File: src/rtl/rf_wb_arbiter.sv
// ---------------------------------------------------------------------------
// rf_wb_arbiter
// Write-port controller for the 32x32 register file. Three writeback sources
// share the single write port:
//   - execute stage : fixed top priority, always accepted (no ready)
//   - load unit     : valid/ready, round-robin against debug
//   - debug/loader  : valid/ready, round-robin against load
// The regfile write port is driven from registers (one cycle after the
// transfer). A per-register load-pending scoreboard is kept for load-use
// stall detection in the issue logic.
//
// Ports:
//   i_clk, i_reset_n              clock (rising edge), async active-low reset
//   i_ex_valid/_rd_addr/_rd_data  execute writeback request
//   i_ld_valid/o_ld_ready/...     load writeback handshake
//   i_dbg_valid/o_dbg_ready/...   debug writeback handshake
//   i_ld_issue/_issue_addr        load issue (sets scoreboard bit)
//   o_rd_wren/_addr/_data         registered regfile write port
//   o_grant                       registered one-hot winner {dbg,ld,ex}
//   o_pending                     load-pending scoreboard, bit0 always 0
// ---------------------------------------------------------------------------
module rf_wb_arbiter #(
  parameter int XLEN = 32,
  parameter int NREG = 32
) (
  input  logic            i_clk,
  input  logic            i_reset_n,
  input  logic            i_ex_valid,
  input  logic [4:0]      i_ex_rd_addr,
  input  logic [XLEN-1:0] i_ex_rd_data,
  input  logic            i_ld_valid,
  output logic            o_ld_ready,
  input  logic [4:0]      i_ld_rd_addr,
  input  logic [XLEN-1:0] i_ld_rd_data,
  input  logic            i_dbg_valid,
  output logic            o_dbg_ready,
  input  logic [4:0]      i_dbg_rd_addr,
  input  logic [XLEN-1:0] i_dbg_rd_data,
  input  logic            i_ld_issue,
  input  logic [4:0]      i_ld_issue_addr,
  output logic            o_rd_wren,
  output logic [4:0]      o_rd_addr,
  output logic [XLEN-1:0] o_rd_data,
  output logic [2:0]      o_grant,
  output logic [NREG-1:0] o_pending
);

  localparam int AW = 5;

  localparam logic [2:0] GNT_NONE = 3'b000;
  localparam logic [2:0] GNT_EX   = 3'b001;
  localparam logic [2:0] GNT_LD   = 3'b010;
  localparam logic [2:0] GNT_DBG  = 3'b100;

  logic [2:0]      grant_s;
  logic [AW-1:0]   win_addr_s;
  logic [XLEN-1:0] win_data_s;
  logic            rr_ptr_r;      // 0: load favoured, 1: debug favoured
  logic [NREG-1:0] pending_nxt_s;

  // Per-cycle arbitration: ex wins outright, otherwise ld/dbg with the
  // round-robin pointer breaking a tie.
  always_comb begin
    grant_s = GNT_NONE;
    if (i_ex_valid) begin
      grant_s = GNT_EX;
    end else if (i_ld_valid && i_dbg_valid) begin
      grant_s = rr_ptr_r ? GNT_DBG : GNT_LD;
    end else if (i_ld_valid) begin
      grant_s = GNT_LD;
    end else if (i_dbg_valid) begin
      grant_s = GNT_DBG;
    end else begin
      grant_s = GNT_NONE;
    end
  end

  // A ready can only come from a grant, and a grant only from a valid,
  // so ready never rises without its valid.
  assign o_ld_ready  = grant_s[1];
  assign o_dbg_ready = grant_s[2];

  // Select the winning source's address and data.
  always_comb begin
    win_addr_s = {AW{1'b0}};
    win_data_s = {XLEN{1'b0}};
    case (grant_s)
      GNT_EX: begin
        win_addr_s = i_ex_rd_addr;
        win_data_s = i_ex_rd_data;
      end
      GNT_LD: begin
        win_addr_s = i_ld_rd_addr;
        win_data_s = i_ld_rd_data;
      end
      GNT_DBG: begin
        win_addr_s = i_dbg_rd_addr;
        win_data_s = i_dbg_rd_data;
      end
      default: begin
        win_addr_s = {AW{1'b0}};
        win_data_s = {XLEN{1'b0}};
      end
    endcase
  end

  // Scoreboard next state: clear on a load transfer, set on load issue;
  // the set is evaluated first so it wins on a same-register collision.
  always_comb begin
    pending_nxt_s = o_pending;
    for (int n = 1; n < NREG; n++) begin
      if (i_ld_issue && (i_ld_issue_addr == AW'(n))) begin
        pending_nxt_s[n] = 1'b1;
      end else if (grant_s[1] && (i_ld_rd_addr == AW'(n))) begin
        pending_nxt_s[n] = 1'b0;
      end else begin
        pending_nxt_s[n] = o_pending[n];
      end
    end
    pending_nxt_s[0] = 1'b0;
  end

  // Registered write port; address/data hold when nothing transfers,
  // and an x0 winner is reported in o_grant but never written.
  always_ff @(posedge i_clk or negedge i_reset_n) begin
    if (!i_reset_n) begin
      o_rd_wren <= 1'b0;
      o_rd_addr <= {AW{1'b0}};
      o_rd_data <= {XLEN{1'b0}};
      o_grant   <= GNT_NONE;
    end else if (grant_s != GNT_NONE) begin
      o_rd_wren <= (win_addr_s != {AW{1'b0}});
      o_rd_addr <= win_addr_s;
      o_rd_data <= win_data_s;
      o_grant   <= grant_s;
    end else begin
      o_rd_wren <= 1'b0;
      o_rd_addr <= o_rd_addr;
      o_rd_data <= o_rd_data;
      o_grant   <= GNT_NONE;
    end
  end

  // Round-robin pointer moves only on ld/dbg transfers; ex leaves it alone.
  always_ff @(posedge i_clk or negedge i_reset_n) begin
    if (!i_reset_n) begin
      rr_ptr_r <= 1'b0;
    end else if (grant_s[1]) begin
      rr_ptr_r <= 1'b1;
    end else if (grant_s[2]) begin
      rr_ptr_r <= 1'b0;
    end else begin
      rr_ptr_r <= rr_ptr_r;
    end
  end

  // Scoreboard register.
  always_ff @(posedge i_clk or negedge i_reset_n) begin
    if (!i_reset_n) begin
      o_pending <= {NREG{1'b0}};
    end else begin
      o_pending <= pending_nxt_s;
    end
  end

endmodule
File: config.mk
export PLATFORM = sky130hd
export DESIGN_NAME = rf_wb_arbiter
export DESIGN_NICKNAME = d
export VERILOG_FILES = /design/src/rtl/rf_wb_arbiter.sv
export SDC_FILE = /design/constraint.sdc
export NUM_CORES = 1
export LEC_CHECK = 0
export CORE_MARGIN = 2
export CORE_UTILIZATION = 38
export DETAILED_ROUTE_END_ITERATION = 10
export GPL_ROUTABILITY_DRIVEN = 1
export PLACE_DENSITY_LB_ADDON = 0.08
export SYNTH_ARGS = -nofsm -noshare
export SYNTH_HDL_FRONTEND = slang
export SYNTH_SLANG_ARGS = --single-unit
File: constraint.sdc
create_clock -name i_clk -period 1.6 [get_ports i_clk]
set_input_delay 0.32 -clock i_clk [delete_from_list [all_inputs] [get_ports i_clk]]
set_output_delay 0.32 -clock i_clk [all_outputs]
set_load 0.01 [all_outputs]
==> results.json, run 1 <==
{
  "final_cells": 643,
  "setup_violations": 0,
  "path_buf_inv": 1,
  "synth_top_area_cell": "dfrtp_1",
  "grt_pass1_wl_mm": 18.0,
  "r2r_start": "rr_ptr_r$_DFFE_PN0P_",
  "cp-end-kind": "register",
  "fin_nets": 655,
  "use_met3_pct": 6.43,
  "period_minus_slack_ns": 1.59,
  "max_freq_mhz": 630,
  "cp_data_required_time_ns": 1.81,
  "crit_fanout": 31,
  "cp.depth": 5,
  "met1_usage_pct": 28.6,
  "hold_viol": 0,
  "synth_nets": 443,
  "row_count": 33,
  "start_util_pct": 39.6,
  "area_delta_synth_final_pct": 75.2,
  "clock-sinks": 73,
  "cts_max_level": 3,
  "clock_skew_ns": 0.00682,
  "die_h_um": 97.0,
  "r2r.worst_path.cells": 5,
  "num_vias": 3486,
  "slowest_delay_ns": 0.42,
  "wl_per_cell_um": 17.8,
  "ant_nets": 0,
  "crit_path_start_kind": "register",
  "post-route-period-util_pct": 99.3,
  "dp_cells": 623,
  "tritoncts": "done",
  "rsz0062_at_grt": "yes",
  "critPathCapture": "o_rd_data[14]$_DFFE_PN0P_",
  "antenna_found_initial": 0,
  "crit_chain": "nor2b_4 -> nor3b_4 -> buf_4 -> a222oi_1 -> a21oi_1",
  "numPortBuffers": 195,
  "wl_mm": 11.4,
  "die-area_um2": 9400,
  "ir_drop_uv": 546,
  "cts-buffers-inserted": 9,
  "syn_area_um2": 3280,
  "vias_per_cell": 5.42,
  "hp-class": "in -> async",
  "synth_area_per_cell_um2": 10.2,
  "worst_r2r_endpoint": "o_rd_data[14]$_DFFE_PN0P_",
  "cts.clk_slew.worst_paths_ns": 0.07,
  "crit_type": "reg -> reg",
  "grt_overflow_total": 0,
  "die_width_um": 97.0,
  "dr.first_iter.drc_count": 294,
  "grtUsageTotal_pct": 23.9,
  "maxSlewViolCount": 0,
  "critPathLaunch": "rr_ptr_r$_DFFE_PN0P_",
  "grt_pass1_vias": 3516,
  "cts_max_path_buffers": 2,
  "io_pins": 197,
  "core_area_um2": 8300,
  "status": "finished clean",
  "crit_slowest_cell": "dfrtp_1",
  "antenna_cells": 0,
  "synth.distinct_cells": 30,
  "maxCapViolations": 0,
  "grt_max_degree": 64,
  "power_uw": 5390,
  "clock-root-buffer": "clkbuf_8",
  "drtPass1Iterations": 7,
  "ys_seq_area_share_pct": 55.6,
  "synthCells": 321,
  "timing.critical_path.max_delay_family": "compound AO/OA/AOI/OAI gates",
  "grt.busiest_layer": "met2",
  "synth_top_area_share_pct": 55.6,
  "use_met2_pct": 40.9,
  "power_leakage_uw": 0.00268,
  "rrSetupSlack_ns": 0.01,
  "clock_latency_ns": 0.35,
  "arrival_ns": 1.80,
  "netlist_top_cells_area": "dfrtp_1 (56%), a222oi_1 (11%), o21ai_0 (8.2%)",
  "drive_above_1_share_pct": 11.3,
  "power_density_nw_per_um2": 936,
  "yosysWarnings": 0,
  "drcViolationCount": 0,
  "gp_congestion": 0.849,
  "dpl.hpwl_mm": 8.85,
  "ys_ff_latch": 73
}
-- flip-flops by register name, indices dropped and copies added (netlist names) --
register	cells
o_rd_data	32
rr_ptr_r	1
o_rd_addr	5
o_pending	31
o_rd_wren	1
o_grant	3
-- kinds of logic (layout without fill, tap and decap cells) --
family                 after synthesis  count (layout)  synth area share [%]
AO/OA/AOI/OAI                      132             132                  25.8
buffers and inverters               26             243                  4.57
flip-flops                          73              73                  55.6
other                                1               1                 0.114
AND/OR/NAND/NOR                     89              89                  13.9
-- cell usage after synthesis (all sizes together) --
master	number
a21oi	32
a221oi	1
a222oi	36
and3	1
buf	16
clkbuf	9
conb	1
dfrtp	73
inv	1
nand2	18
nand2b	8
nand3	4
nand3b	2
nand4	2
nand4b	4
nor2	35
nor2b	3
nor3	1
nor3b	2
o21ai	62
o22a	1
or2	4
or3	5
-- cell usage in the layout, fill, tap and decap left out, types with 2 or more instances in the layout --
cell and n:
buf_12 2, or2_2 4, dfrtp_1 73, a222oi_1 36, clkbuf_8 9, or3_4 3, nand2b_1 8, nand3_1 4
dlymetal6s2s_1 36, nor2_1 35, nand2_1 17, clkinvlp_4 3, o21ai_0 50, buf_4 28, dlygate4sd2_1 25, nor2b_4 2
o21ai_1 12, clkdlybuf4s50_1 131, clkinv_2 2, nand4_1 2, nand4b_1 4, nand3b_1 2, a21oi_1 32
-- through the flow --
step	cell area (um^2)	setup TNS (ns)	hold slack (ns)	setup WS [ns]	utilization, %
2_1_floorplan	3280	0	0.0244	0.210	-
3_5_place_dp	5450	-26.58	0.252	-0.487	65.7
5_1_grt	5750	-0.288	0.479	-0.0767	69.3
3_3_place_gp	5450	-23.59	0.245	-0.422	65.7
6_report	5750	0	0.438	0.0116	69.3
4_1_cts	5620	0	0.427	0.0000745	67.8
-- final cells by class --
type	count	area (um^2)
clock buffers	9	124
clock inverters	7	71.3
fillers	636	2540
inverters	1	3.75
multi-input cells	222	1330
flip-flops and latches	73	1830
well taps	105	131
repair buffers	226	2270
-- worst register-to-register path: stages (launching register included) --
cell	delay (ns)
dfrtp_1	0.42
nor2b_4	0.16
nor3b_4	0.07
buf_4	0.25
a222oi_1	0.43
a21oi_1	0.12
-- what timing repair did --
| item | 4_1_cts | 5_1_grt |
|---|---|---|
| hold endpoints to repair | 24 | 0 |
| hold buffers | 1 | 0 |
| endpoints found under the setup margin | 54 | 50 |
| resized for setup | 31 | 44 |
| pin swaps | 0 | 4 |
| setup buffers | 0 | 3 |
| gates cloned | 0 | 0 |
-- per-layer routing --
layer	up-vias	part of all wire, %
li1	1650	-
met5	-	0
met3	18	7.3
met2	153	51
met4	0	2.1
met1	1665	39
-- power by group --
part           internal, uW  switching, uW  leakage, uW
Clock                   716            699    0.0000912
Sequential             2160            182     0.000868
Combinational           926            705      0.00172
Total                  3800           1590      0.00268
-- worst min path at each step --
stage                                endpoint      start
global placement    o_rd_data[30]$_DFFE_PN0P_  i_reset_n
CTS                 o_pending[14]$_DFFE_PN0P_  i_reset_n
detailed placement  o_rd_data[30]$_DFFE_PN0P_  i_reset_n
floorplan                o_grant[0]$_DFF_PN0_  i_reset_n
global route        o_rd_data[30]$_DFFE_PN0P_  i_reset_n
finish              o_rd_data[30]$_DFFE_PN0P_  i_reset_n
No activity file was read; power rests on OpenSTA's default activity.
==> inputs of run 2 (changes only) <==
--- a/config.mk
+++ b/config.mk
@@ -7,9 +7,11 @@
 export LEC_CHECK = 0
 export CORE_MARGIN = 2
 export CORE_UTILIZATION = 38
+export CTS_CLUSTER_DIAMETER = 100
 export DETAILED_ROUTE_END_ITERATION = 10
 export GPL_ROUTABILITY_DRIVEN = 1
 export PLACE_DENSITY_LB_ADDON = 0.08
+export SKIP_LAST_GASP = 1
 export SYNTH_ARGS = -nofsm -noshare
 export SYNTH_HDL_FRONTEND = slang
 export SYNTH_SLANG_ARGS = --single-unit
==> results.json, run 2 (same netlist as run 1, synthesis figures left out) <==
{
  "core_area_um2": 8300,
  "r2r.worst_path.cells": 5,
  "cp_data_required_time_ns": 1.81,
  "drcViolationCount": 0,
  "setup_tns_ns": 0,
  "rsz0062_at_grt": "yes",
  "cp.depth": 5,
  "crit_fanout": 31,
  "post-route-period-util_pct": 99.5,
  "cts_max_path_buffers": 2,
  "area_delta_synth_final_pct": 74.6,
  "numPortBuffers": 195,
  "status": "finished clean",
  "antenna_cells": 0,
  "arrival_ns": 1.81,
  "tritoncts": "done",
  "grt_overflow_total": 0,
  "regMostFlops": "o_rd_data",
  "slowest_delay_ns": 0.42,
  "layout_commonest_cell": "clkdlybuf4s50_1",
  "combPwrFrac_pct": 30.2,
  "wl_mm": 11.4,
  "clock_skew_ns": 0.00678,
  "grt_pass1_wl_mm": 18.0,
  "period_minus_slack_ns": 1.59,
  "stdcell_area_um2": 5730,
  "die_h_um": 97.0,
  "crit_chain": "nor2b_4 -> nor3b_4 -> buf_4 -> a222oi_1 -> a21oi_1",
  "gp_congestion": 0.849,
  "cts_max_level": 3,
  "power_leakage_uw": 0.00266,
  "start_util_pct": 39.6,
  "cp-end-kind": "register",
  "crit_path_start_kind": "register",
  "io_pins": 197,
  "antenna_found_initial": 0,
  "die-area_um2": 9400,
  "row_count": 33,
  "drtPass1Iterations": 7,
  "cts.clk_slew.worst_paths_ns": 0.08,
  "crit_type": "reg -> reg",
  "wl_per_cell_um": 17.8,
  "post-place-ws_ns": -0.487,
  "critPathLaunch": "rr_ptr_r$_DFFE_PN0P_",
  "cts-buffers-inserted": 9,
  "placed_area_um2": 5450,
  "grtUsageTotal_pct": 23.9,
  "crit_slowest_cell": "dfrtp_1",
  "p_sw_uw": 1590,
  "path_buf_inv": 1,
  "num_vias": 3516,
  "grt_max_degree": 64,
  "hp-class": "in -> async",
  "dpl.hpwl_mm": 8.85,
  "dr.first_iter.drc_count": 294,
  "swShare_pct": 29.5,
  "ant_nets": 0,
  "setup_violations": 0,
  "maxCapViolations": 0,
  "ir_drop_uv": 546,
  "grt_pass1_vias": 3516,
  "largest_reg_flops": 32,
  "p_int_uw": 3790,
  "hold_viol": 0,
  "vias_per_cell": 5.49,
  "max_freq_mhz": 628,
  "fin_nets": 653,
  "clock_latency_ns": 0.34,
  "layout_common_cells": "clkdlybuf4s50_1 (131), dfrtp_1 (73), o21ai_0 (50), a222oi_1 (36), dlymetal6s2s_1 (36)",
  "drive_above_1_share_pct": 10.8,
  "clock-sinks": 73,
  "die_width_um": 97.0,
  "maxSlewViolCount": 0,
  "power_density_nw_per_um2": 939,
  "timing.final.ws_setup_ns": 0.00728,
  "largestRegisters": "o_rd_data: 32 flops, o_pending: 31 flops, o_rd_addr: 5 flops",
  "p_seq_share_pct": 43.5,
  "clock-root-buffer": "clkbuf_8",
  "timing.critical_path.max_delay_family": "compound AO/OA/AOI/OAI gates",
  "r2r_start": "rr_ptr_r$_DFFE_PN0P_",
  "power_frac_clock_pct": 26.3
}
==> run 2: repair_timing <==
item                                   4_1_cts  5_1_grt
pin swaps                                    0        2
setup endpoints to repair                   54       51
endpoints found under the hold margin       24        0
hold buffers                                 1        0
gates resized for setup                     30       44
buffers inserted                             0        1
==> run 2: final timing paths <==
path	endpoint	slack [ns]
setup / recovery	o_rd_data[14]$_DFFE_PN0P_	0.007
hold / removal	o_rd_data[30]$_DFFE_PN0P_	0.44
setup reg to reg	o_rd_data[14]$_DFFE_PN0P_	0.007
hold reg to reg	o_rd_addr[1]$_DFFE_PN0P_	0.47
max in group asynchronous	o_rd_data[28]$_DFFE_PN0P_	0.60
min in group i_clk	o_rd_addr[1]$_DFFE_PN0P_	0.47
==> run 2: metal layers <==
| metal | wire, um | global-route usage, % | share of wire, % |
|---|---|---|---|
| met4 | 242 | 9.64 | 2.1 |
| met3 | 859 | 6.43 | 7.5 |
| met2 | 5870 | 40.9 | 51 |
| met1 | 4450 | 28.5 | 39 |
| met5 | 0 | 0 | 0 |
==> run 2: per-stage QoR <==
stage,instances,total power [uW],hold slack (ns),utilization (%)
detailed placement,623,4120,0.252,65.7
finish,641,5380,0.437,69.1
global placement,623,4090,0.245,65.7
floorplan,321,2920,0.0244,-
global route,641,5660,0.479,69.1
CTS,640,5480,0.427,67.8
==> run 2: layout make-up <==
cell class | count | area, um^2
Inverter | 1 | 3.75
Clock buffer | 9 | 124
Clock inverter | 7 | 71.3
Timing Repair Buffer | 224 | 2250
Multi-Input combinational cell | 222 | 1330
Fill cell | 642 | 2560
Sequential cell | 73 | 1830
Tap cell | 105 | 131
==> run 2: power groups by stage <==
stage / combinational (uW) / sequential (uW) / clock, uW
global route: 1750 / 2380 / 1530
detailed placement: 1740 / 2380 / 0
CTS: 1680 / 2350 / 1460
floorplan: 429 / 2490 / 0
finish: 1630 / 2340 / 1420
global placement: 1710 / 2370 / 0
==> run 2: worst reg2reg max path, cell delays in order, from the launching register on <==
cell	delay, ns
dfrtp_1	0.42
nor2b_4	0.16
nor3b_4	0.07
buf_4	0.25
a222oi_1	0.44
a21oi_1	0.13
==> variant: new RTL, settings of run 1 <==
Register the output `o_dbg_ready`, with the module's reset; this adds one clock of latency there. The other outputs are not delayed to match.
--- a/src/rtl/rf_wb_arbiter.sv
+++ b/src/rtl/rf_wb_arbiter.sv
@@ -79,5 +79,11 @@
   // so ready never rises without its valid.
   assign o_ld_ready  = grant_s[1];
-  assign o_dbg_ready = grant_s[2];
+  always_ff @(posedge i_clk or negedge i_reset_n) begin
+    if (!i_reset_n) begin
+      o_dbg_ready <= '0;
+    end else begin
+      o_dbg_ready <= grant_s[2];
+    end
+  end
 
   // Select the winning source's address and data.
Formal check against the unedited RTL: not equivalent (Yosys sat finds a counterexample within 4 cycles, from zero or initial values and one cycle with i_reset_n low).
==> variant against run 1 <==
Combinational power increased by 5%; sequential cell count grew 1; design area is 0.52% higher; critical path depth decreased by 4; cell count fell by 1.2%; critical path type is now register to primary output; synthesized area rose by 0.15%; routed wire length rose by 1.6%; critical endpoint is now o_pending[26]; power up 0.92%; worst setup slack improved by 0.017 ns.
==> variant: results (changes against run 1) <==
| Metric | Value |
|---|---|
| Setup Slack @ Placement | -0.4641 ns (+0.02294 ns) |
| Maximum vdd drop | 0.5182 mV (-5.1%) |
| Compound-Gate Fraction of Synth Area | 0.2647 (+0.006454) |
| Largest net degree at the start of global routing | 75 (+17%) |
| NetSw | 0.001545 W (-2.6%) |
| # placed instances | 615 (-1.3%) |
| Syn nets | 439 (-0.90%) |
| Top delay family on crit path | buffers and inverters |
| TritonRoute pass-1 iters | 8 (+1) |
| Max stage delay cell, worst path | clkdlybuf4s50_1 |
| Most common library cells after synthesis | dfrtp_1, o21ai_0, nor2_1, a222oi_1, a21oi_1 |
| Vias in the first global route | 3479 (-1.1%) |
| Layout cells sized above 1 | 0.1000 (-0.01338) |
| Layout fillers | 640 (+0.63%) |
| Clk_skew | 0.006461 ns (-0.0003601 ns) |
| Unique masters post-synth | 33 (+10%) |
| DR WL/cell | 18.29 microns (+2.9%) |
| Post-DP HPWL | 8.616 mm (-2.6%) |
| Nets | 648 (-1.1%) |
| CP Max Fanout | 2 (-94%) |
| Leakage | 2.634 nW (-1.6%) |
| Hold Path Class | register to register |
| Status | completed |
| Post-CTS Setup Bufs | 5 (+5) |
| Iter 0 DRT Violations | 247 (-16%) |
| Register area | 1852 sq um (+1.4%) |
| Routed wire length | 11.62 mm (+1.6%) |
| Placed inst area | 5458 sq um (about the same) |
| Main area contributors after synthesis | dfrtp_1, a222oi_1, o21ai_0 |
| Routability cong. | 0.8455 (-0.44%) |
| Clk pwr share | 0.251 (-0.012) |
| CP peak stage delay | 0.54 ns (+0.12 ns) |
[variant: cell types whose count changed in the layout (fill, tap and decap cells not counted), sizes merged, moves of 2 or more]
cell | run 1 | this run
nor2b | 3 | 1
dlygate4sd2 | 25 | 9
or3 | 5 | 1
buf | 32 | 27
nor3b | 2 | 0
a21oi | 32 | 34
nor3 | 1 | 3
nor2 | 35 | 37
o21ai | 62 | 64
clkinvlp | 3 | 1
dlymetal6s2s | 36 | 33
nand2 | 18 | 13
clkdlybuf4s50 | 131 | 151
[variant: per-layer routing]
metal,vias to the layer above,track usage,part of all wire
met3,20,0.05925,0.078
li1,1632,-,-
met5,-,0,0
met1,1689,0.3018,0.41
met2,149,0.4012,0.49
met4,0,0.1083,0.025
[variant: layout make-up]
cell class,instances,area share
multi-input cells,219,0.2308
clock buffers,10,0.02206
inverters,1,0.0006489
flip-flops and latches,74,0.3201
well taps,105,0.02271
clock inverters,5,0.009734
repair buffers,221,0.3939
[variant: worst paths after layout]
kind / start / endpoint / slack [ns] / cells after the start
worst max-delay path: o_pending[26] / o_pending[26] / 0.03 / 1
worst min-delay path: o_rd_addr[0] / o_rd_addr[0] / 0.49 / 2
worst max register to register: rr_ptr_r / o_rd_data[6] / 0.03 / 5
worst min register to register: o_rd_addr[0] / o_rd_addr[0] / 0.49 / 2
max in group asynchronous: i_reset_n / o_pending[25] / 0.72 / 3
min in group asynchronous: i_reset_n / o_rd_data[2] / 0.52 / 3
[variant: power by group through the flow]
stage / clock network [W] / logic, W / registers (W)
final: 0.00136 / 0.00171 / 0.00236
after detailed placement: 0 / 0.00173 / 0.00240
after floorplan: 0 / 0.000420 / 0.00253
after global placement: 0 / 0.00171 / 0.00239
after CTS: 0.00141 / 0.00176 / 0.00237
after global routing: 0.00148 / 0.00184 / 0.00239
